File: config.mk
export PLATFORM = sky130hd
export DESIGN_NAME = spi_slave_sys_responder
export DESIGN_NICKNAME = d
export VERILOG_FILES = /design/src/rtl/spi_slave_sys_responder.sv
export SDC_FILE = /design/constraint.sdc
export NUM_CORES = 1
export LEC_CHECK = 0
export BUFFER_PORTS_ARGS = -buffer_cell sky130_fd_sc_hd__buf_2
export CORE_UTILIZATION = 51
export CTS_BUF_LIST = sky130_fd_sc_hd__clkbuf_4 sky130_fd_sc_hd__clkbuf_8
export DETAILED_ROUTE_END_ITERATION = 10
export GPL_TIMING_DRIVEN = 1
export PLACE_DENSITY = 0.77
export SYNTH_ARGS = -nofsm -noshare
export SYNTH_HDL_FRONTEND = slang
export SYNTH_SLANG_ARGS = --single-unit
File: constraint.sdc
create_clock -name sys_clk -period 3.1 [get_ports sys_clk]
set_input_delay 0.155 -clock sys_clk [delete_from_list [all_inputs] [get_ports sys_clk]]
set_output_delay 0.155 -clock sys_clk [all_outputs]
set_load 0.01 [all_outputs]
File: src/rtl/spi_slave_sys_responder.sv
// System-clock responder for the SPI slave command path: synchronizes SPI-domain toggles
// and runs one-outstanding, auto-incrementing word transfers on a req/gnt/rvalid bus.
module spi_slave_sys_responder #(
   parameter int AXI_ADDR_WIDTH = 32,
   parameter int AXI_DATA_WIDTH = 32
) (
   input  logic                      sys_clk,
   input  logic                      rstn,
   input  logic                      cs_sync,
   input  logic [AXI_ADDR_WIDTH-1:0] address_sync,
   input  logic                      address_valid_sync,
   input  logic                      rd_wr_sync,
   input  logic [AXI_DATA_WIDTH-1:0] wr_data,
   input  logic                      wr_toggle,
   input  logic                      rd_ack_toggle,
   output logic                      bus_req,
   output logic                      bus_we,
   output logic [AXI_ADDR_WIDTH-1:0] bus_addr,
   output logic [AXI_DATA_WIDTH-1:0] bus_wdata,
   input  logic                      bus_gnt,
   input  logic                      bus_rvalid,
   input  logic [AXI_DATA_WIDTH-1:0] bus_rdata,
   output logic [AXI_DATA_WIDTH-1:0] rd_data,
   output logic                      rd_data_valid,
   output logic                      busy,
   output logic                      overrun
);

   typedef enum logic [2:0] {
      IDLE, RD_REQ, RD_WAIT, RD_HOLD, WR_IDLE, WR_REQ, WR_WAIT, DRAIN
   } state_t;

   state_t                    r_state;
   logic [2:0]                r_wr_sync;
   logic [2:0]                r_ack_sync;
   logic [AXI_ADDR_WIDTH-1:0] r_base;
   logic [AXI_ADDR_WIDTH-1:0] r_count;
   logic [AXI_ADDR_WIDTH-1:0] r_addr;
   logic [AXI_DATA_WIDTH-1:0] r_wdata;
   logic [AXI_DATA_WIDTH-1:0] r_rd_data;
   logic                      r_req;
   logic                      r_we;
   logic                      r_rd_data_valid;
   logic                      r_busy;
   logic                      r_overrun;

   logic                      w_wr_ev;
   logic                      w_ack_ev;
   logic                      w_cmd;
   logic                      w_accept;
   logic [AXI_ADDR_WIDTH-1:0] w_next_count;
   logic [AXI_ADDR_WIDTH-1:0] w_next_addr;

   // Three-stage synchronizers; the event fires once per toggle edge.
   always_ff @(posedge sys_clk or negedge rstn) begin
      if (!rstn) begin
         r_wr_sync  <= '0;
         r_ack_sync <= '0;
      end else begin
         r_wr_sync  <= {r_wr_sync[1:0], wr_toggle};
         r_ack_sync <= {r_ack_sync[1:0], rd_ack_toggle};
      end
   end

   assign w_wr_ev      = r_wr_sync[2] ^ r_wr_sync[1];
   assign w_ack_ev     = r_ack_sync[2] ^ r_ack_sync[1];
   assign w_cmd        = address_valid_sync & ~cs_sync;
   assign w_accept     = w_cmd & ((r_state == IDLE) || (r_state == RD_HOLD) || (r_state == WR_IDLE));
   assign w_next_count = r_count + AXI_ADDR_WIDTH'(1);
   assign w_next_addr  = r_base + (w_next_count << 2);

   always_ff @(posedge sys_clk or negedge rstn) begin
      if (!rstn) begin
         r_state         <= IDLE;
         r_base          <= '0;
         r_count         <= '0;
         r_addr          <= '0;
         r_wdata         <= '0;
         r_rd_data       <= '0;
         r_req           <= 1'b0;
         r_we            <= 1'b0;
         r_rd_data_valid <= 1'b0;
         r_busy          <= 1'b0;
         r_overrun       <= 1'b0;
      end else begin
         // NOTE: busy defaults low each cycle; states with a transfer in flight re-assert it,
         // which also holds it high for the cycle after rvalid.
         r_busy <= 1'b0;
         if (w_accept) begin
            r_base          <= address_sync;
            r_count         <= '0;
            r_addr          <= address_sync;
            r_overrun       <= 1'b0;
            r_rd_data_valid <= 1'b0;
            if (rd_wr_sync) begin
               r_state <= RD_REQ;
               r_req   <= 1'b1;
               r_we    <= 1'b0;
               r_busy  <= 1'b1;
            end else begin
               r_state <= WR_IDLE;
            end
         end else begin
            if (w_cmd) r_overrun <= 1'b1;
            case (r_state)
               IDLE: ;
               RD_HOLD: begin
                  if (cs_sync) begin
                     r_state <= IDLE;
                  end else if (w_ack_ev) begin
                     r_rd_data_valid <= 1'b0;
                     r_state         <= RD_REQ;
                     r_req           <= 1'b1;
                     r_we            <= 1'b0;
                     r_busy          <= 1'b1;
                  end
               end
               WR_IDLE: begin
                  if (cs_sync) begin
                     r_state <= IDLE;
                  end else if (w_wr_ev) begin
                     r_wdata <= wr_data;
                     r_state <= WR_REQ;
                     r_req   <= 1'b1;
                     r_we    <= 1'b1;
                     r_busy  <= 1'b1;
                  end
               end
               RD_REQ, WR_REQ: begin
                  r_busy <= 1'b1;
                  if (r_state == WR_REQ && w_wr_ev) r_overrun <= 1'b1;
                  if (bus_gnt) r_req <= 1'b0;
                  // An abort while ungranted still holds req; DRAIN finishes the handshake.
                  if (cs_sync)      r_state <= DRAIN;
                  else if (bus_gnt) r_state <= (r_state == RD_REQ) ? RD_WAIT : WR_WAIT;
               end
               RD_WAIT: begin
                  r_busy <= 1'b1;
                  if (bus_rvalid) begin
                     r_count <= w_next_count;
                     r_addr  <= w_next_addr;
                     if (cs_sync) begin
                        r_state <= IDLE;
                     end else begin
                        r_rd_data       <= bus_rdata;
                        r_rd_data_valid <= 1'b1;
                        r_state         <= RD_HOLD;
                     end
                  end else if (cs_sync) begin
                     r_state <= DRAIN;
                  end
               end
               WR_WAIT: begin
                  r_busy <= 1'b1;
                  if (w_wr_ev) r_overrun <= 1'b1;
                  if (bus_rvalid) begin
                     r_count <= w_next_count;
                     r_addr  <= w_next_addr;
                     r_state <= cs_sync ? IDLE : WR_IDLE;
                  end else if (cs_sync) begin
                     r_state <= DRAIN;
                  end
               end
               DRAIN: begin
                  r_busy <= 1'b1;
                  if (r_req) begin
                     if (bus_gnt) r_req <= 1'b0;
                  end else if (bus_rvalid) begin
                     r_count <= w_next_count;
                     r_addr  <= w_next_addr;
                     r_state <= IDLE;
                  end
               end
               default: r_state <= IDLE;
            endcase
         end
         // NOTE: last non-blocking assignment wins, so chip-select release overrides any set above.
         if (cs_sync) r_rd_data_valid <= 1'b0;
      end
   end

   assign bus_req       = r_req;
   assign bus_we        = r_we;
   assign bus_addr      = r_addr;
   assign bus_wdata     = r_wdata;
   assign rd_data       = r_rd_data;
   assign rd_data_valid = r_rd_data_valid;
   assign busy          = r_busy;
   assign overrun       = r_overrun;

endmodule

==> impl_metrics.csv <==
group,metric,value,unit
power,powerDensity,716.9,mW/mm2
die,die_h,135.6,um
power,ir_worst_vdd,0.0004842,V
sta,finalClockSkew,0.02992,ns
setup_path,cp-end-kind,"flip-flop",
sta,max_freq,0.3020,GHz
sta,slew-limit-headroom,0.4219,
sta,grt_setup_unrepaired,"true",
yosys,synth_edf_count,0,
yosys,syn_area,0.009105,mm2
placement,place_area,0.01109,mm2
drt,wl,29.16,mm
die,rows,48,
yosys,ys_ff_latch,172,
placement,io_buffers,205,
yosys,async_flop_share,1.000,
yosys,synth_cell_types,68,
drt,wl_per_cell,18.50,um
setup_path,cp.required,3.42,ns
clock_network,path_clk_slew,0.09,ns
drt,drc,0,
yosys,synth_top_area_frac,0.4727,
yosys,synth-main-ff-cell,"dfrtp_1",
placement,gp_congestion,0.9333,
global_route,globalRoute.totalOverflow,0,
yosys,synth_area_leaders,"dfrtp_1 (47%), mux2_2 (8.2%), nand2_1 (8.0%)",
global_route,track_usage,0.3213,
finish,final_core_util,0.7646,
clock_network,clock_sinks,172,
drt,drt_first_pass_iters,5,
yosys,avgSynthCellArea,9.907,um2
setup_path,critical_path_arrival,3.64,ns
finish,drive_gt1_frac,0.4120,
sta,setup_violations,10,
die,num_io_pins,206,
die,core,0.01736,mm2
die,initial_utilization,0.5246,
global_route,grt_pass1_vias,9012,
run_status,outcome,"finished with violations",
sta,setup_ws,-0.2115,ns
sta,finalCriticalPeriod,3.312,ns
yosys,synthesis.nets,1061,
setup_path,crit_path_start_kind,"flip-flop",
sta,hold_viol,0,
die,die_x,135.6,um
yosys,yosysWarnings,0,
placement,dpl.hpwl,17.21,mm
finish,num-nets-final,1477,
clock_network,cts_buffer_depth,2,
global_route,antenna_found_initial,4,
yosys,syn_inst,919,
min_path,holdPathStages,2,
clock_network,clk_latency,0.49,ns
sta,final_max_slew_viol_count,0,
finish,stdcell_area,0.01327,mm2
die,dieArea,0.01839,mm2
clock_network,htree_levels,4,
setup_path,cp_max_fo,4,
global_route,grt_max_degree,72,
yosys,yosysSeqAreaShare,0.4727,
setup_path,crit_type,"reg2reg",
run_status,violations,"negative setup slack",
drt,drt_iter0_markers,720,
drt,antenna_left,0,
run,maxCapViolCount,0,
setup_path,r2r_cells,17,
finish,synthToLayoutAreaGrowth,45.76,%
clock_network,clk_root_buffer_cell,"clkbuf_8",
min_path,hold_path.class,"in2reg",
drt,vias_per_cell,5.656,
yosys,synth_top_cell_by_area,"dfrtp_1",
power,leakage,0.006682,uW
sta,tns,-0.6382,ns
clock_network,cts_tree,"built",
clock_network,numCtsBuffers,17,
sta,min_period_over_period,1.068,
global_route,grt_pass1_wl,45.58,mm
drt,vias,8914,
sta,tightest_slew,0.8563,ns
[final timing paths]
kind | from | endpoint | slack [ns]
min in group asynchronous | rstn | bus_wdata[26]$_DFFE_PN0P_ | 0.25
worst max register to register | r_count[1]$_DFFE_PN0P_ | bus_addr[27]$_DFFE_PN0P_ | -0.21
max in group asynchronous | rstn | r_count[26]$_DFFE_PN0P_ | 1.83
worst min register to register | r_wr_sync[0]$_DFF_PN0_ | r_wr_sync[1]$_DFF_PN0_ | 0.37
worst min-delay path | cs_sync | rd_data_valid$_DFFE_PN0P_ | 0.04
worst max-delay path | r_count[1]$_DFFE_PN0P_ | bus_addr[27]$_DFFE_PN0P_ | -0.21
[power breakdown]
group,internal (uW),switching (uW),leakage (uW)
Combinational,2010,2330,0.00434
Sequential,3090,612,0.00217
Clock,576,897,0.000172
Total,5680,3840,0.00668
[synth_stat cells, types with 10 or more instances]
| cell | number |
|---|---|
| o21ai_0 | 59 |
| and3_1 | 10 |
| dfrtp_1 | 172 |
| o31ai_1 | 10 |
| nand2_1 | 193 |
| nor2_1 | 30 |
| ha_1 | 36 |
| a21oi_1 | 51 |
| buf_2 | 10 |
| xnor2_1 | 32 |
| inv_1 | 12 |
| nand3_1 | 32 |
| xor2_1 | 22 |
| a21o_1 | 21 |
| clkbuf_1 | 26 |
| o211ai_1 | 22 |
| mux2_2 | 66 |
[cells in the final DEF, fill, tap and decap left out, types with 11 or more instances in the layout]
cell / Yosys / layout
o21ai_0: 59 / 51
a21oi_2: 0 / 17
o211ai_1: 22 / 22
buf_4: 0 / 123
xor2_1: 22 / 14
a21oi_1: 51 / 33
buf_6: 1 / 12
dfrtp_1: 172 / 170
nor2_1: 30 / 22
nand2_1: 193 / 189
a21o_1: 21 / 21
nand3_1: 32 / 24
xnor2_1: 32 / 25
mux2_2: 66 / 66
dlygate4sd3_1: 0 / 99
buf_2: 10 / 204
ha_1: 36 / 27
clkbuf_8: 1 / 17
inv_1: 12 / 11
[layout make-up]
cell class                      instances  area (um2)
Multi-Input combinational cell        692        5187
Timing Repair Buffer                  439        3090
Antenna cell                            4       10.01
Fill cell                            1131        4085
Sequential cell                       172        4307
Tap cell                              225       281.5
Clock inverter                         13       105.1
Clock buffer                           18       241.5
Inverter                               13       48.80
[stage by stage]
| step | setup slack (ns) | hold WS (ns) | std cells | total power, uW |
|---|---|---|---|---|
| floorplan | -0.03302 | -0.1406 | 919 | 5916 |
| global placement | -0.1702 | 0.2009 | 1417 | 7346 |
| detailed placement | -0.2352 | 0.2030 | 1417 | 7505 |
| CTS | -0.09079 | 0.001193 | 1565 | 9183 |
| global route | -0.2782 | 0.03729 | 1576 | 10110 |
| finish | -0.2115 | 0.03704 | 1576 | 9514 |
[timing repair]
item	in CTS	in global routing
resized for setup	66	62
hold endpoints to repair	192	0
endpoints found under the setup margin	14	16
pin swaps	53	38
hold buffers	99	0
buffers inserted	19	7
[critical path: stages, from the launching register on]
cell and delay, ns:
dfrtp_2 0.44, and3_4 0.21, buf_4 0.13, nand3b_4 0.11, buf_4 0.17, nor3_1 0.13
buf_4 0.14, buf_4 0.10, nand3_2 0.11, xnor2_2 0.30, buf_4 0.16, ha_1 0.25
nor2b_2 0.18, nor2_2 0.17, nand3_2 0.12, o21ai_4 0.20, xor2_1 0.17, o211ai_1 0.09
[registers in the layout, indices dropped and copies added, names as in the netlist]
register and cells:
rd_data_valid 1, r_base 32, bus_addr 32, r_ack_sync 3, r_count 30, bus_req 1
rd_data 32, bus_we 1, bus_wdata 32, overrun 1, r_state 3, busy 1
r_wr_sync 3
[routing by layer]
metal | wire length (um) | up-vias | GRT usage
li1 | - | 4076 | -
met1 | 11000 | 4349 | 0.3644
met2 | 14860 | 384 | 0.5556
met3 | 2065 | 103 | 0.07707
met4 | 1194 | 2 | 0.1704
met5 | 36 | - | 0.02222
[kinds of logic (layout without fill, tap and decap cells)]
kind of cell             Yosys count  after routing  synth area share
multiplexers                      71             71           0.08712
other                              0              4                 0
flip-flops                       172            172            0.4727
AND/OR/NAND/NOR                  324            324            0.1670
buffers and inverters             55            483           0.02597
XOR/XNOR                          55             55           0.05373
adder cells (fa/ha/maj)           37             37           0.05167
AO/OA/AOI/OAI                    205            205            0.1418
(Power assumes the default switching activity.)
